[src/rtl/gray_pkg.sv]
`default_nettype none
// ============================================================================
// Module      : gray_pkg
// Description : Shared types and constants for the Gray-to-binary decoder:
//               controller state encoding and default word width.
// Revision    : 1.0 - initial release
// ============================================================================
package gray_pkg;

   // Default Gray/binary word width (legal range 2..16)
   localparam int c_DEFAULT_WIDTH = 4;

   // Controller states; explicit 2-bit encoding
   typedef enum logic [1:0] {
      IDLE = 2'd0,
      CONV = 2'd1,
      DONE = 2'd2
   } state_t;

endpackage : gray_pkg
`default_nettype wire

[src/rtl/gray_adj_check.sv]
`default_nettype none
// ============================================================================
// Module      : gray_adj_check
// Description : Combinational adjacency check. Flags when two words are NOT
//               exactly Hamming distance 1 apart (identical words also flag).
// Revision    : 1.0 - initial release
// ============================================================================
module gray_adj_check
   import gray_pkg::*;
#(
   parameter int WIDTH = c_DEFAULT_WIDTH
) (
   input  logic [WIDTH-1:0] word_a,
   input  logic [WIDTH-1:0] word_b,
   output logic             not_adjacent
);

   logic [WIDTH-1:0] w_diff;
   logic [WIDTH-1:0] w_diff_dec;
   logic             w_single;

   // Exactly one differing bit <=> diff is non-zero and a power of two,
   // which avoids building a full popcount adder tree.
   always_comb begin
      w_diff       = word_a ^ word_b;
      w_diff_dec   = w_diff - WIDTH'(1);
      w_single     = (w_diff != '0) && ((w_diff & w_diff_dec) == '0);
      not_adjacent = ~w_single;
   end

endmodule : gray_adj_check
`default_nettype wire

[src/rtl/gray2binary_decoder.sv]
`default_nettype none
// ============================================================================
// Module      : gray2binary_decoder
// Description : Bit-serial Gray-to-binary decoder with valid/ready handshakes.
//               Resolves one bit per cycle MSB first, then holds the result
//               with an adjacency-error flag relative to the previous word.
// Revision    : 1.0 - initial release
// ============================================================================
module gray2binary_decoder
   import gray_pkg::*;
#(
   parameter int WIDTH = c_DEFAULT_WIDTH
) (
   input  logic             clk,
   input  logic             rst_n,
   input  logic             in_valid,
   output logic             in_ready,
   input  logic [WIDTH-1:0] gray,
   output logic             out_valid,
   input  logic             out_ready,
   output logic [WIDTH-1:0] binary,
   output logic             adj_err
);

   localparam int                 c_IDX_W   = $clog2(WIDTH);
   localparam logic [c_IDX_W-1:0] c_IDX_TOP = c_IDX_W'(WIDTH - 1);

   state_t             r_state;
   state_t             w_state_next;

   logic [WIDTH-1:0]   r_gray;
   logic [WIDTH-1:0]   r_prev_gray;
   logic [WIDTH-1:0]   r_binary;
   logic [WIDTH-1:0]   w_binary_next;
   logic [WIDTH-1:0]   w_upper;
   logic [c_IDX_W-1:0] r_idx;
   logic               r_hist_valid;
   logic               r_adj_err;
   logic               r_out_valid;
   logic               w_adj_flag;
   logic               w_accept;
   logic               w_handshake;
   logic               w_last_bit;

   // Distance check runs on the live input so the flag is ready at acceptance
   gray_adj_check #(
      .WIDTH (WIDTH)
   ) u_adj_check (
      .word_a       (gray),
      .word_b       (r_prev_gray),
      .not_adjacent (w_adj_flag)
   );

   // Handshake qualifiers and per-bit decode step
   always_comb begin
      w_accept      = (r_state == IDLE) && in_valid;
      w_handshake   = r_out_valid && out_ready;
      w_last_bit    = (r_idx == '0);
      // Bit above the current index; the MSB sees a zero above it so that
      // binary[MSB] = gray[MSB] falls out of the same XOR.
      w_upper       = {1'b0, r_binary[WIDTH-1:1]};
      w_binary_next = r_binary;
      w_binary_next[r_idx] = w_upper[r_idx] ^ r_gray[r_idx];
   end

   // State register
   always_ff @(posedge clk or negedge rst_n) begin
      if (!rst_n) begin
         r_state <= IDLE;
      end else begin
         r_state <= w_state_next;
      end
   end

   // Next-state logic and state-decoded outputs
   always_comb begin
      w_state_next = r_state;
      in_ready     = 1'b0;
      case (r_state)
         IDLE: begin
            in_ready = 1'b1;
            if (in_valid) begin
               w_state_next = CONV;
            end
         end
         CONV: begin
            if (w_last_bit) begin
               w_state_next = DONE;
            end
         end
         DONE: begin
            if (w_handshake) begin
               w_state_next = IDLE;
            end
         end
         default: begin
            w_state_next = IDLE;
         end
      endcase
   end

   // Capture, serial decode and adjacency history
   always_ff @(posedge clk or negedge rst_n) begin
      if (!rst_n) begin
         r_gray       <= '0;
         r_prev_gray  <= '0;
         r_binary     <= '0;
         r_idx        <= '0;
         r_hist_valid <= 1'b0;
         r_adj_err    <= 1'b0;
      end else if (w_accept) begin
         r_gray       <= gray;
         r_prev_gray  <= gray;
         r_binary     <= '0;
         r_idx        <= c_IDX_TOP;
         r_hist_valid <= 1'b1;
         r_adj_err    <= r_hist_valid & w_adj_flag;
      end else if (r_state == CONV) begin
         r_binary <= w_binary_next;
         if (!w_last_bit) begin
            r_idx <= r_idx - c_IDX_W'(1);
         end
      end
   end

   // Result presentation is registered: out_valid rises one edge after the
   // controller reaches DONE and drops on the handshake edge.
   always_ff @(posedge clk or negedge rst_n) begin
      if (!rst_n) begin
         r_out_valid <= 1'b0;
      end else begin
         r_out_valid <= (r_state == DONE) && !w_handshake;
      end
   end

   assign out_valid = r_out_valid;
   assign binary    = r_binary;
   assign adj_err   = r_adj_err;

endmodule : gray2binary_decoder
`default_nettype wire

[config.mk]
export PLATFORM = sky130hd
export DESIGN_NAME = gray2binary_decoder
export DESIGN_NICKNAME = d
export VERILOG_FILES = /design/src/rtl/gray_pkg.sv /design/src/rtl/gray_adj_check.sv /design/src/rtl/gray2binary_decoder.sv
export SDC_FILE = /design/constraint.sdc
export NUM_CORES = 1
export LEC_CHECK = 0
export CORE_MARGIN = 2
export CORE_UTILIZATION = 45
export CTS_BUF_LIST = sky130_fd_sc_hd__clkbuf_16
export DETAILED_ROUTE_END_ITERATION = 12
export GPL_ROUTABILITY_DRIVEN = 0
export PLACE_DENSITY = 0.76
export SLEW_MARGIN = 0
export SYNTH_ARGS = -nofsm -noshare
export SYNTH_HDL_FRONTEND = slang
export SYNTH_SLANG_ARGS = --single-unit
[constraint.sdc]
create_clock -name clk -period 1.3 [get_ports clk]
set_input_delay 0.26 -clock clk [delete_from_list [all_inputs] [get_ports clk]]
set_output_delay 0.26 -clock clk [all_outputs]
set_load 0.02 [all_outputs]
==> flow_summary.json, run 1 <==
{
  "fin_skew_ns": 0.00122,
  "min_path_type": "in2async",
  "die_x_um": 46.9,
  "grt_first_pass_wirelength_um": 3230,
  "start_util": 0.480,
  "netlist.area_leader.share": 0.452,
  "dieArea_mm2": 0.00220,
  "final_layout_size_suffix_gt1_frac": 0.407,
  "ys_ff_latch": 15,
  "cts_buffers": 3,
  "worstReg2RegStart": "r_prev_gray[2]$_DFFE_PN0P_",
  "max-slew-margin-rel": 0.817,
  "rows": 15,
  "io_buffers": 14,
  "clk-insertion-delay-late_ns": 0.25,
  "num_vias": 727,
  "dp_hpwl_um": 1310,
  "outcome": "complete, but fails checks",
  "ys_top_cells_by_area": "dfrtp_1 (45%), ha_1 (6.0%), mux2_2 (5.4%)",
  "rrSetupSlack_ns": -0.12,
  "powerDensity_mw_per_mm2": 2680,
  "seq_area_frac_synth": 0.452,
  "worstMarginPinSlew_ns": 0.273,
  "layout_setup_ws_ns": -0.119,
  "post-route-util": 0.743,
  "antenna_found_initial": 0,
  "rr_endpoint": "binary[0]$_DFFE_PN0P_",
  "drt-vias-per-instance": 5.08,
  "setup_violations": 5,
  "rsz0062_at_grt": "yes",
  "finalCriticalPeriod_ns": 1.42,
  "setup_tns_ns": -0.415,
  "cp-start-kind": "flip-flop",
  "cts_tree": "built",
  "track_usage": 0.216,
  "h-tree-depth": 1,
  "endpoint_kind": "flip-flop",
  "yosysTopAreaCell": "dfrtp_1",
  "place_ws_ns": -0.318,
  "required_ns": 1.43,
  "core_area_mm2": 0.00173,
  "first_pass_iters": 4,
  "finalPower_w": 0.00344,
  "hold_viol_final": 0,
  "synth.avg_cell_area_um2": 10.2,
  "grt_max_degree": 16,
  "die_y_um": 46.9,
  "cts.sinks": 15,
  "syn_area_um2": 830,
  "drv_cap": 0,
  "postSynthCellCount": 81,
  "clockRootBuffer": "clkbuf_16",
  "syn_nets": 93,
  "arrival_ns": 1.55,
  "clk_pin_slew_ns": 0.05,
  "crit_fanout": 3,
  "detail-route-antenna-nets": 0,
  "vdd_ir_drop_max_v": 0.00137,
  "syn_to_final_growth_pct": 54.6,
  "crit_type": "reg2reg",
  "slew_violations": 0,
  "totalWireLength_um": 2120,
  "overflow": 0,
  "io_pins": 15,
  "drcViolationCount": 0,
  "routedWlPerCell_um": 14.8,
  "clockBufferDepth": 2,
  "grt_pass1_vias": 720,
  "period_share": 1.09,
  "nNetsFinal": 131,
  "fmax_ghz": 0.705,
  "p_leak_nw": 0.636,
  "worst-r2r-cell-count": 4,
  "first_iter_violations": 4,
  "diodes": 0,
  "failed_checks": "negative setup slack",
  "yosysWarnings": 0,
  "ys_types": 23
}
[state kept, by name, indices dropped and copies added, names as in the netlist]
| register | cells |
|---|---|
| binary | 4 |
| r_prev_gray | 4 |
| r_idx | 2 |
| r_state | 2 |
| adj_err | 1 |
| out_valid | 1 |
| r_hist_valid | 1 |
[metal layers]
metal | up-vias | global-route usage | part of all wire
met5 | - | 0 | 0
met4 | 0 | 0.133 | 0.025
met3 | 7 | 0.0462 | 0.034
met2 | 18 | 0.348 | 0.53
met1 | 350 | 0.265 | 0.41
li1 | 352 | - | -
[kinds of logic after synthesis]
logic type                 share of synthesized area
and+or+nand+nor                                0.133
muxes                                         0.0814
xor gates and xnor gates                      0.0950
DFF                                            0.452
buffers and inverters                         0.0452
adders and majority gates                     0.0603
AOI/OAI and AO/OA                              0.133
[placed cells by master (no fill, tap or decap), types with 4 or more instances in the layout]
cell type | netlist | routed
a21oi_1 | 7 | 7
buf_2 | 0 | 4
buf_4 | 1 | 17
buf_6 | 1 | 4
clkdlybuf4s50_1 | 0 | 4
dfrtp_1 | 15 | 12
ha_1 | 4 | 4
mux2_4 | 0 | 4
nand2_1 | 6 | 5
nor2_1 | 8 | 7
o21ai_0 | 7 | 7
xor2_1 | 5 | 5
[worst max path at each step]
stage                                     from                    end  slack [ns]  cells after the start
floorplan                binary[1]$_DFFE_PN0P_  binary[0]$_DFFE_PN0P_       -0.09                      4
global placement                       gray[1]    adj_err$_DFFE_PN0P_       -0.25                      5
detailed placement                    in_valid  binary[2]$_DFFE_PN0P_       -0.32                      6
CTS                      binary[1]$_DFFE_PN0P_  binary[0]$_DFFE_PN0P_       -0.12                      4
global route             binary[1]$_DFFE_PN0P_  binary[0]$_DFFE_PN0P_       -0.19                      4
finish              r_prev_gray[2]$_DFFE_PN0P_  binary[0]$_DFFE_PN0P_       -0.12                      4
[worst max-delay path, stage by stage, from the launching register on]
cell and delay, ns:
dfrtp_1 0.42, xor2_1 0.16, mux4_2 0.50, nor4_2 0.16, a21oi_1 0.06
[where the power goes]
group	total (W)	internal, W	switching, W	leakage, nW
combinational	0.00199	0.00102	0.000970	0.420
clock	0.000604	0.000411	0.000193	0.0409
sequential	0.000845	0.000682	0.000163	0.175
[cell usage after synthesis (all sizes together)]
cell    instances
a211oi          1
a21o            1
a21oi           7
a41o            1
buf             2
dfrtp          15
ha              4
inv             5
mux2            4
mux4            1
nand2           6
nand3           2
nor2            8
nor2b           2
nor3            1
nor4            1
o21ai          10
or2             1
xnor2           4
xor2            5
[metrics by stage]
step	cells	area, um^2	hold WS (ns)
floorplan	81	833	-0.0356
global placement	133	1100	0.459
detailed placement	133	1100	0.464
CTS	142	1250	0.336
global route	143	1280	0.365
finish	143	1280	0.334
[timing repair]
action	CTS	global route
hold buffers	0	0
buffers inserted	5	1
pin swaps	2	5
setup endpoints to repair	16	15
endpoints found under the hold margin	0	0
resized for setup	26	13
[layout make-up]
type / count / area [um^2]
clock buffers: 3 / 75.1
clock inverters: 1 / 5.00
fillers: 124 / 444
inverters: 5 / 18.8
multi-input cells: 59 / 477
flip-flops and latches: 15 / 379
well taps: 25 / 31.3
repair buffers: 35 / 297
Note: power is estimated with default switching activity, not from simulation.
==> run 2: changes to the inputs <==
--- a/config.mk
+++ b/config.mk
@@ -16,2 +16,3 @@
 export SYNTH_HDL_FRONTEND = slang
 export SYNTH_SLANG_ARGS = --single-unit
+export TNS_END_PERCENT = 1
==> constraint.sdc (replaced) <==
create_clock -name clk -period 1.3 [get_ports clk]
set_input_delay 0.195 -clock clk [delete_from_list [all_inputs] [get_ports clk]]
set_output_delay 0.195 -clock clk [all_outputs]
set_load 0.02 [all_outputs]
==> run 2 against run 1 <==
Compared with the run above:
- the flow still finishes with violations (negative setup slack)
- via count fell by 5.1%
- first-iteration DRC count shrank 75%
- clock-buffer cell count did not move
- core utilization grew 0.80 points
- design area grew 1.1%
- combinational power about the same
- fmax grew 0.47%
- non-clock buffer count is the same
- power decreased by 1.4%
- worst hold slack worse by 0.075 ns
- sequential power down 2.5%
- register-to-register slack hardly changed
==> flow_summary.json, run 2 (synthesis gave the netlist of run 1 again) <==
{
  "crit_fanout": 3,
  "core_area_mm2": 0.00173,
  "slew_violations": 0,
  "p_leak_nw": 0.610,
  "detail-route-antenna-nets": 0,
  "powerDensity_mw_per_mm2": 2610,
  "antenna_found_initial": 0,
  "syn_to_final_growth_pct": 56.3,
  "grt_first_pass_wirelength_um": 2980,
  "max-slew-margin-rel": 0.773,
  "required_ns": 1.43,
  "drt-vias-per-instance": 4.83,
  "cts_tree": "built",
  "dieArea_mm2": 0.00220,
  "finalCriticalPeriod_ns": 1.41,
  "die_y_um": 46.9,
  "slowest_stage": "mux4_2",
  "rsz0062_at_grt": "yes",
  "cp_cell_sequence": "xor2_1, mux4_2, nand2_1, o21ai_1",
  "h-tree-depth": 1,
  "setup_tns_ns": -0.601,
  "grt_max_degree": 16,
  "start_util": 0.480,
  "failed_checks": "negative setup slack",
  "crit_type": "reg2reg",
  "vdd_ir_drop_max_v": 0.00156,
  "hold_buffers": 0,
  "io_buffers": 14,
  "clk_pin_slew_ns": 0.05,
  "outcome": "complete, but fails checks",
  "clk-insertion-delay-late_ns": 0.25,
  "first_iter_violations": 1,
  "clockRootBuffer": "clkbuf_16",
  "drcViolationCount": 0,
  "rows": 15,
  "totalWireLength_um": 1850,
  "layout_commonest_cell": "buf_4",
  "dp_hpwl_um": 1290,
  "nNetsFinal": 131,
  "cts_buffers": 3,
  "mostFrequentLayoutCells": "buf_4 (18), dfrtp_1 (12), nor2_1 (7), o21ai_0 (7), a21oi_1 (7)",
  "num_vias": 690,
  "arrival_ns": 1.54,
  "hold_viol_final": 0,
  "critical_path.max_stage_delay_ns": 0.52,
  "overflow": 0,
  "first_pass_iters": 2,
  "worst-r2r-cell-count": 4,
  "die_x_um": 46.9,
  "endpoint_kind": "flip-flop",
  "grt_pass1_vias": 680,
  "track_usage": 0.203,
  "cp-start-kind": "flip-flop",
  "fmax_ghz": 0.708,
  "setup_violations": 8,
  "diodes": 0,
  "place_ws_ns": -0.220,
  "layout_setup_ws_ns": -0.113,
  "routedWlPerCell_um": 12.9,
  "min_path_type": "in2async",
  "io_pins": 15,
  "period_share": 1.09,
  "clockBufferDepth": 2,
  "cts.sinks": 15,
  "fin_skew_ns": 0.00192,
  "worstMarginPinSlew_ns": 0.339,
  "drv_cap": 0,
  "final_layout_size_suffix_gt1_frac": 0.364
}
==> run 2: changes by cell type in the layout (fill, tap and decap cells not counted), moves of 2 or more <==
cell / delta
mux2_4: -3
clkdlybuf4s50_1: +2
buf_2: -4
clkdlybuf4s15_1: +4
dlymetal6s2s_1: -2
mux2_2: +3
==> run 2: final timing paths <==
| check | startpoint | to | slack, ns |
|---|---|---|---|
| min in group clk | gray[2] | r_prev_gray[2]$_DFFE_PN0P_ | 0.39 |
| hold reg to reg | r_hist_valid$_DFFE_PN0P_ | r_hist_valid$_DFFE_PN0P_ | 0.46 |
| setup / recovery | binary[1]$_DFFE_PN0P_ | binary[1]$_DFFE_PN0P_ | -0.11 |
| hold / removal | rst_n | r_state[0]$_DFFE_PN0P_ | 0.26 |
| setup reg to reg | binary[1]$_DFFE_PN0P_ | binary[1]$_DFFE_PN0P_ | -0.11 |
| max in group asynchronous | rst_n | binary[2]$_DFFE_PN0P_ | 0.85 |
==> run 2: area by class of cell <==
cell class | instances | area (um^2)
clock buffers | 3 | 75.1
clock inverters | 1 | 5.00
fillers | 124 | 430
inverters | 5 | 18.8
multi-input cells | 59 | 479
flip-flops and latches | 15 | 379
well taps | 25 | 31.3
repair buffers | 35 | 308
==> run 2: critical path, delay by kind of cell, from the launching register on <==
family,cells,cell delay [ns]
muxes,1,0.52
DFF,1,0.40
xor gates and xnor gates,1,0.16
and+or+nand+nor,1,0.14
AOI/OAI and AO/OA,1,0.08
==> run 2: metal layers <==
layer  vias up  wire [um]  track usage
met5         -          0            0
met4         0         36        0.117
met3         5         84       0.0462
met2        14        932        0.321
met1       321        791        0.254
li1        350          -            -
==> run 2: power by group <==
group / switching [W] / internal [W] / leakage (nW)
Clock: 0.000191 / 0.000411 / 0.0409
Sequential: 0.000142 / 0.000682 / 0.175
Combinational: 0.000946 / 0.00102 / 0.394
Total: 0.00128 / 0.00211 / 0.610
==> run 2: what timing repair did <==
action / CTS / global route
resized for setup: 10 / 15
setup buffers: 0 / 0
pin swaps: 2 / 1
endpoints found under the setup margin: 16 / 17
endpoints found under the hold margin: 0 / 0
==> run 2: through the flow <==
stage	power [W]	instance area, um^2	hold slack [ns]	instances	util
2_1_floorplan	0.00188	833	-0.101	81	-
3_3_place_gp	0.00258	1140	0.456	139	0.662
3_5_place_dp	0.00262	1140	0.457	139	0.662
4_1_cts	0.00324	1240	0.263	143	0.717
5_1_grt	0.00365	1300	0.281	143	0.751
6_report	0.00339	1300	0.259	143	0.751
